==> config.mk <==
export PLATFORM = sky130hd
export DESIGN_NAME = button_event
export DESIGN_NICKNAME = d
export VERILOG_FILES = /design/src/rtl/button_pkg.sv /design/src/rtl/button_event_tick_gen.sv /design/src/rtl/button_event.sv
export SDC_FILE = /design/constraint.sdc
export NUM_CORES = 1
export LEC_CHECK = 0
export ABC_AREA = 1
export CAP_MARGIN = 20
export CORE_ASPECT_RATIO = 1.25
export CORE_MARGIN = 5
export CORE_UTILIZATION = 32
export CTS_CLUSTER_SIZE = 14
export DETAILED_ROUTE_END_ITERATION = 8
export GPL_TIMING_DRIVEN = 0
export PLACE_DENSITY = 0.54
export SLEW_MARGIN = 20
export SYNTH_ARGS = -nofsm -noshare
export SYNTH_HDL_FRONTEND = slang
export SYNTH_SLANG_ARGS = --single-unit
==> constraint.sdc <==
create_clock -name clk -period 2.5 [get_ports clk]
set_clock_uncertainty 0.1 [all_clocks]
set_input_delay 0.625 -clock clk [delete_from_list [all_inputs] [get_ports clk]]
set_output_delay 0.625 -clock clk [all_outputs]
set_load 0.03 [all_outputs]
==> src/rtl/button_pkg.sv <==
// Shared types for the button gesture classifier.
//   btn_state_t : FSM encoding used by button_event.
package button_pkg;

    typedef enum logic [1:0] {
        BTN_IDLE,
        BTN_PRESSED,
        BTN_HELD
    } btn_state_t;

endpackage

==> src/rtl/button_event_tick_gen.sv <==
// tick_gen: free-running prescaler producing a one-cycle tick every
// TICK_CYCLES enabled clocks.
//   clk   : system clock
//   rst_n : asynchronous active-low reset
//   clr   : synchronous clear, counter restarts at 0 (wins over en)
//   en    : count enable
//   tick  : high while the counter sits at TICK_CYCLES-1 and en is high
module tick_gen #(
    parameter int TICK_CYCLES = 100_000
) (
    input  logic clk,
    input  logic rst_n,
    input  logic clr,
    input  logic en,
    output logic tick
);

    localparam int CW = (TICK_CYCLES > 1) ? $clog2(TICK_CYCLES) : 1;
    localparam logic [CW-1:0] CNT_MAX = CW'(TICK_CYCLES - 1);

    logic [CW-1:0] cnt_q, cnt_d;

    assign tick = en & (cnt_q == CNT_MAX);

    always_comb begin
        cnt_d = cnt_q;
        if (clr)
            cnt_d = '0;
        else if (en)
            cnt_d = (cnt_q == CNT_MAX) ? '0 : cnt_q + CW'(1);
    end

    always_ff @(posedge clk or negedge rst_n) begin
        if (!rst_n)
            cnt_q <= '0;
        else
            cnt_q <= cnt_d;
    end

endmodule

==> src/rtl/button_event.sv <==
// button_event: turns one debounced button level into single-cycle gesture
// pulses (press, release, click, long-press, auto-repeat) plus a held level.
//   clk       : system clock
//   rst_n     : asynchronous active-low reset
//   clean     : debounced button level in the clk domain, 1 = pressed
//   press_p   : pulse on press
//   release_p : pulse on release
//   click_p   : pulse on release before the hold threshold
//   long_p    : pulse when the hold threshold is reached
//   repeat_p  : auto-repeat pulse every REPEAT_TICKS ticks while held
//   held      : level, high while in the HELD state
module button_event
    import button_pkg::*;
#(
    parameter int TICK_CYCLES  = 100_000,
    parameter int HOLD_TICKS   = 500,
    parameter int REPEAT_TICKS = 100
) (
    input  logic clk,
    input  logic rst_n,
    input  logic clean,
    output logic press_p,
    output logic release_p,
    output logic click_p,
    output logic long_p,
    output logic repeat_p,
    output logic held
);

    localparam int HW = $clog2(HOLD_TICKS + 1);
    localparam int RW = $clog2(REPEAT_TICKS + 1);
    localparam logic [HW-1:0] HOLD_LAST = HW'(HOLD_TICKS - 1);
    localparam logic [HW-1:0] HOLD_MAX  = HW'(HOLD_TICKS);
    localparam logic [RW-1:0] REP_LAST  = RW'(REPEAT_TICKS - 1);

    btn_state_t    state_q, state_d;
    logic          clean_q;
    logic [HW-1:0] hold_q, hold_d;
    logic [RW-1:0] rep_q, rep_d;
    logic          press_d, release_d, click_d, long_d, repeat_d, held_d;
    logic          rise, fall, tick, presc_clr;

    assign rise = clean & ~clean_q;
    assign fall = ~clean & clean_q;

    tick_gen #(
        .TICK_CYCLES(TICK_CYCLES)
    ) u_tick (
        .clk  (clk),
        .rst_n(rst_n),
        .clr  (presc_clr),
        .en   (state_q != BTN_IDLE),
        .tick (tick)
    );

    // Threshold decisions fire on the edge where the counter would reach its
    // limit, so the pulse lands exactly N*TICK_CYCLES after the reference
    // pulse. A fall on that same edge takes priority.
    always_comb begin
        state_d   = state_q;
        hold_d    = hold_q;
        rep_d     = rep_q;
        presc_clr = 1'b0;
        press_d   = 1'b0;
        release_d = 1'b0;
        click_d   = 1'b0;
        long_d    = 1'b0;
        repeat_d  = 1'b0;
        case (state_q)
            BTN_IDLE: begin
                if (rise) begin
                    state_d   = BTN_PRESSED;
                    press_d   = 1'b1;
                    presc_clr = 1'b1;
                    hold_d    = '0;
                end
            end
            BTN_PRESSED: begin
                if (fall) begin
                    state_d   = BTN_IDLE;
                    release_d = 1'b1;
                    click_d   = 1'b1;
                end else if (tick) begin
                    if (hold_q == HOLD_LAST) begin
                        state_d = BTN_HELD;
                        long_d  = 1'b1;
                        hold_d  = HOLD_MAX;
                        rep_d   = '0;
                    end else begin
                        hold_d = hold_q + HW'(1);
                    end
                end
            end
            BTN_HELD: begin
                if (fall) begin
                    state_d   = BTN_IDLE;
                    release_d = 1'b1;
                end else if (tick) begin
                    if (rep_q == REP_LAST) begin
                        repeat_d = 1'b1;
                        rep_d    = '0;
                    end else begin
                        rep_d = rep_q + RW'(1);
                    end
                end
            end
            default: state_d = BTN_IDLE;
        endcase
        held_d = (state_d == BTN_HELD);
    end

    always_ff @(posedge clk or negedge rst_n) begin
        if (!rst_n) begin
            state_q   <= BTN_IDLE;
            clean_q   <= 1'b0;
            hold_q    <= '0;
            rep_q     <= '0;
            press_p   <= 1'b0;
            release_p <= 1'b0;
            click_p   <= 1'b0;
            long_p    <= 1'b0;
            repeat_p  <= 1'b0;
            held      <= 1'b0;
        end else begin
            state_q   <= state_d;
            clean_q   <= clean;
            hold_q    <= hold_d;
            rep_q     <= rep_d;
            press_p   <= press_d;
            release_p <= release_d;
            click_p   <= click_d;
            long_p    <= long_d;
            repeat_p  <= repeat_d;
            held      <= held_d;
        end
    end

endmodule

Word-level counts from Yosys, hierarchy flattened

Cells that the tools add are included.

Add/subtract/negate cells: 3
Equality and inequality tests: 12
Muxes and demuxes: 34
Bitwise logic cells: 5
Reduce and logical (&&, ||, !) cells: 8

Operator list:

| operator              | count |
|---|---|
| $mux 17               | 3 |
| $mux 7                | 6 |
| $mux 9                | 4 |
| $pmux 9 s2            | 1 |
| $add 17x1->17 const B | 1 |
| $eq 17x17->1 const B  | 1 |
| $pmux 7 s2            | 1 |
| $mux 1                | 13 |
| $ne 2x2->1 const B    | 6 |
| $mux 2                | 5 |
| $add 9x1->9 const B   | 1 |
| $eq 9x9->1 const B    | 1 |
| $reduce_bool 2->1     | 4 |
| $add 7x1->7 const B   | 1 |
| $eq 7x7->1 const B    | 1 |
| $pmux 2 s3            | 1 |
| $reduce_and 6->1      | 1 |
| $eq 2x2->1 const B    | 2 |
| $reduce_and 4->1      | 1 |
| $and 1x1->1           | 3 |
| $eq 2x1->1 const B    | 1 |
| $logic_not 2->1       | 1 |
| $not 1->1             | 2 |
| $reduce_or 2->1       | 1 |

Register bits: 42
Input bits: 3
Output and inout port bits: 6
Logic and storage cells: 73

Logic depth before layout (Yosys ltp)

Depth after elaboration: 6
Mapped depth: 11
Depth with buffers taken out: 11

Cells and area by module

Synthesis repeated with hierarchy kept, for this count alone.

Cells, all modules: 351
Area, all modules: 2605.0 µm²

Modules (own cells, without submodules):

| module       | instances | cells each | area an instance (µm²) | seq. area each (µm²) |
|---|---|---|---|---|
| button_event | 1         | 175        | 1411.4                 | 625.6 |
| tick_gen     | 1         | 176        | 1193.6                 | 425.4 |

Least setup slack after synthesis

No wires, ideal clock.

Path type: register -> register
From: register state_q[0]
To: register hold_q[4]
Setup time: 123 ps
Data arrival time: 1436 ps
Required time: 2277 ps
Setup slack: 840 ps
Cell stages (with the launch flop): 10
Buffers on the path: 1
Clock period less this slack: 1660 ps
Cell sequence: dfrtp_1 -> inv_1 -> ha_1 -> inv_2 -> a21oi_2 -> a211oi_2 -> nand2_4 -> buf_6 -> nand2_2 -> o21ai_2

Cells in the longest elaborated chain, start to end: 4
Elaborated cells on any way between the ends: 10
Those cells by class: eq/ne (4); mux (1); bitwise (1); reduce/logical (4)

Ends and longest elaborated chain:

| element                           | RTL line                    | source |
|---|---|---|
| from (decl)                       | button_event.sv:36          | `btn_state_t state_q, state_d;` |
| from (signal assigned)            | button_event.sv:125         | `state_q <= state_d;` |
| $reduce_bool 2->1                 | button_event.sv:52          | `.en (state_q != BTN_IDLE),` |
| $and 1x1->1                       | button_event_tick_gen.sv:23 | `assign tick = en & (cnt_q == CNT_MAX);` |
| $ne 2x2->1 (no source line)       | --                          |  |
| $reduce_and 4->1 (no source line) | --                          |  |
| to (signal assigned)              | button_event.sv:127         | `hold_q <= hold_d;` |
| to (decl)                         | button_event.sv:38          | `logic [HW-1:0] hold_q, hold_d;` |

Parallel ways exist; a longest one is shown, timed or not.
A chain may end at the register's enable or synchronous reset.

Final worst setup path

From: input clean
To: register u_tick.cnt_q[9]

Cells in the longest elaborated chain, start to end: 4
Elaborated cells on any way between the ends: 5
Those cells by class: mux (3); bitwise (1); reduce/logical (1)

Ends and longest elaborated chain:

| element                                             | RTL line                    | source |
|---|---|---|
| from (decl)                                         | button_event.sv:21          | `input logic clean,` |
| $and 1x1->1 (*)                                     | button_event.sv:43          | `assign rise = clean & ~clean_q;` |
| $mux 1 (*)                                          | button_event.sv:71          | `if (rise) begin` |
| $mux 1 (*)                                          | button_event.sv:69          | `case (state_q)` |
| $mux 17 / $reduce_bool 2->1 (equally long branches) | --                          |  |
| to (signal assigned)                                | button_event_tick_gen.sv:37 | `cnt_q <= cnt_d;` |
| to (decl)                                           | button_event_tick_gen.sv:21 | `logic [CW-1:0] cnt_q, cnt_d;` |

Every way passes the cells marked *; elsewhere a longest branch is shown, timed or not.

==> results by group <==
Outcome
  • Status: finished clean

Pwr
  • Clock power frac: 28.5%
  • P_int: 1.168 mW
  • Sequential Power Share: 42.9%
  • Combinational fraction of design power: 28.6%
  • Static leakage power: 1.324 nW
  • P per Cell Area: 645.3 mW/mm^2
  • Switching part of the total power: 35.00%
  • P_sw: 0.6290 mW
  • Max IR drop VDD: 290.3 uV

STA
  • Post-route setup slack: 0.3826 ns
  • Hold WS: 0.2110 ns
  • RSZ-0062 raised after global routing: false
  • Worst rel slew slack: 63.56%
  • Worst Max-Slew Pin Slew: 0.5466 ns
  • Fin crit share: 84.70%
  • Fmax: 472.3 MHz
  • Minimum clock period: 2.117 ns
  • Fin. Hold Viols: 0
  • Pins Over Slew Limit: 0
  • Final Setup Violations: 0

Yosys
  • Post-Synthesis Cell Area: 0.002457 sq mm
  • Syn. warnings: 0
  • Seq/Total Area, Yosys: 42.77%
  • Average size of a mapped cell: 7.447 sq um
  • Number of synthesized flops with an enable pin: 0
  • Main synth FF type: dfrtp_1
  • Mapped Cells: 330
  • Yosys reg bits: 42
  • Distinct cells, synth: 31
  • Syn nets: 340
  • Async S/R FF share, synth: 100.0%

Worst setup path
  • Setup CP Type: in -> reg
  • CP startpoint kind: input pin
  • CP required: 2.61 ns
  • CP arrival: 2.23 ns
  • CP endpoint kind: flop
  • Crit Path Max Fanout: 10

GRT
  • Grt met3 use: 2.287%
  • Grt met2 use: 19.68%
  • Largest net degree at the start of global routing: 23
  • Vias in the first global route: 2038
  • Met1 usage: 15.17%
  • Gr usage total: 11.74%
  • GR Overflow Total: 0
  • Busiest grt layer: met2
  • Initial antenna violation count: 0
  • First-pass GRT wire length: 9.080 mm

Floorplan
  • Die width: 88.38 um
  • Ports: 9
  • Starting density of the core: 33.01%
  • Row cnt: 35
  • Die H: 108.0 um
  • Core area: 0.007445 sq mm
  • Die area: 0.009543 sq mm

Finish
  • Finished Layout Cells: 439
  • Ant diodes: 0
  • Post-layout net count: 356
  • Cell area after layout: 0.002785 sq mm
  • Share of cells above drive strength 1: 11.53%
  • P&R area growth vs syn: 13.34%
  • Final core utilization: 37.41%
  • Fillers: 790

Clock network
  • CTS Buf Count: 5
  • Max Root-Sink Buffers: 2
  • H-tree depth: 2
  • Worst-Skew Late Latency: 0.29 ns
  • # hold bufs at CTS: 0
  • Clk root buf: clkbuf_8
  • Post-CTS setup buffer count: 0
  • # clock sinks: 42
  • Post-cts resize count: 0
  • CTS tree: yes
  • Reg clk slew, reported paths: 0.08 ns

Placement
  • Worst slack at placement: 0.01545 ns
  • HPWL Detailed: 3.690 mm
  • Cell count after placement: 431
  • Port buffer count: 8
  • Placed instance area: 0.002675 sq mm
  • Final GP Congestion: 0.7900

Routing
  • Drt wl/cell: 11.28 um
  • Initial DRT Pass Iterations: 4
  • Wirelength, routed: 4.953 mm
  • Drc violations: 0
  • Total number of vias: 2076
  • DR vias/cell: 4.729
  • ANT nets after route: 0
  • Iter 0 DRT Violations: 66

Run
  • MaxCap Viol Count: 0

Min path
  • Hold WC Path Type: in -> async
==> logic make-up after synthesis <==
logic type               synth area share [%]
buffers and inverters                   8.604
AO/OA/AOI/OAI                           11.66
flip-flops                              42.77
adder cells (fa/ha/maj)                 3.564
AND/OR/NAND/NOR                         30.55
XOR/XNOR                                2.851
==> placed cells by master, fill, tap and decap left out <==
cell             instances
a211oi_2                 1
a21oi_1                  8
a21oi_2                  1
a31o_2                   1
and2_1                   1
buf_16                   1
buf_2                    2
buf_6                    1
clkbuf_1                 1
clkbuf_8                 8
clkdlybuf4s50_1          7
dfrtp_1                 42
ha_1                     7
inv_1                   48
inv_2                    3
nand2_1                 92
nand2_2                  4
nand2_4                  1
nand3_1                 19
nand3b_1                 1
nand4_1                  5
nor2_1                  33
nor2_2                   4
nor2_4                   1
nor3_1                   8
nor3_2                   1
nor4_1                   1
o21ai_0                 18
o21ai_1                  2
o21ai_2                  9
o22ai_1                  6
or2_2                    2
xnor2_1                  3
xor2_1                   5
==> worst max-delay path: stages <==
cell and delay [ns]:
clkdlybuf4s50_1 0.49, a21oi_2 0.47, inv_1 0.14, clkbuf_1 0.27, o21ai_0 0.22
==> flip-flops by register name, summed over array words and instances, names as in the netlist <==
signal        cells
state_q           2
hold_q            9
rep_q             7
clean_q           1
repeat_p          1
long_p            1
click_p           1
press_p           1
held              1
release_p         1
u_tick.cnt_q     17
==> power groups by stage <==
stage / Combinational, mW / Clock, mW / Sequential, mW
floorplan: 0.370 / 0 / 0.791
global placement: 0.514 / 0 / 0.784
detailed placement: 0.517 / 0 / 0.785
CTS: 0.522 / 0.536 / 0.772
global route: 0.588 / 0.558 / 0.780
finish: 0.514 / 0.512 / 0.772
==> synthesized netlist by cell type (2+ instances only) <==
| cell type | count | area, sq um |
|---|---|---|
| ha_1 | 7 | 87.58 |
| nand3_1 | 19 | 95.09 |
| inv_2 | 3 | 11.26 |
| nor2_2 | 4 | 25.02 |
| dfrtp_1 | 42 | 1051 |
| xnor2_1 | 3 | 26.28 |
| or2_2 | 2 | 12.51 |
| inv_1 | 48 | 180.2 |
| nand2_2 | 4 | 25.02 |
| nand4_1 | 5 | 31.28 |
| o21ai_1 | 2 | 10.01 |
| xor2_1 | 5 | 43.79 |
| o21ai_0 | 18 | 90.09 |
| a21oi_1 | 8 | 40.04 |
| o22ai_1 | 6 | 37.54 |
| nor3_1 | 8 | 40.04 |
| nor2_1 | 33 | 123.9 |
| o21ai_2 | 9 | 78.83 |
| nand2_1 | 92 | 345.3 |
==> metrics by stage <==
| stage | setup TNS (ns) | total power, mW |
|---|---|---|
| 2_1_floorplan | 0 | 1.161 |
| 3_3_place_gp | -21.24 | 1.298 |
| 3_5_place_dp | 0 | 1.302 |
| 4_1_cts | 0 | 1.830 |
| 5_1_grt | 0 | 1.927 |
| 6_report | 0 | 1.797 |
==> path summary, 6_finish.rpt <==
| kind | start | to | depth (start not counted) | slack, ns |
|---|---|---|---|---|
| hold / removal | rst_n | release_p$_DFF_PN0_ | 1 | 0.21 |
| max in group asynchronous | rst_n | u_tick.cnt_q[0]$_DFFE_PN0P_ | 2 | 1.59 |
| min in group clk | hold_q[3]$_DFFE_PN0P_ | hold_q[3]$_DFFE_PN0P_ | 2 | 0.41 |
| setup / recovery | clean | u_tick.cnt_q[9]$_DFFE_PN0P_ | 5 | 0.38 |
| setup reg to reg | state_q[0]$_DFF_PN0_ | u_tick.cnt_q[9]$_DFFE_PN0P_ | 7 | 0.43 |
| hold reg to reg | hold_q[3]$_DFFE_PN0P_ | hold_q[3]$_DFFE_PN0P_ | 2 | 0.41 |
==> area by class of cell <==
type | count | area, sq um | share of cell area [%]
Sequential cell | 42 | 1051 | 37.74
Timing Repair Buffer | 9 | 102.6 | 3.684
Multi-Input combinational cell | 234 | 1195 | 42.90
Tap cell | 92 | 115.1 | 4.133
Buffer | 3 | 20.02 | 0.7188
Clock buffer | 8 | 110.1 | 3.953
Inverter | 51 | 191.4 | 6.873
==> per-layer routing <==
layer / vias to the layer above / wire length, um
met4: 0 / 91
li1: 1072 / -
met1: 967 / 2337
met5: - / 0
met3: 10 / 137
met2: 27 / 2386
Note: power is estimated with default switching activity, not from simulation.
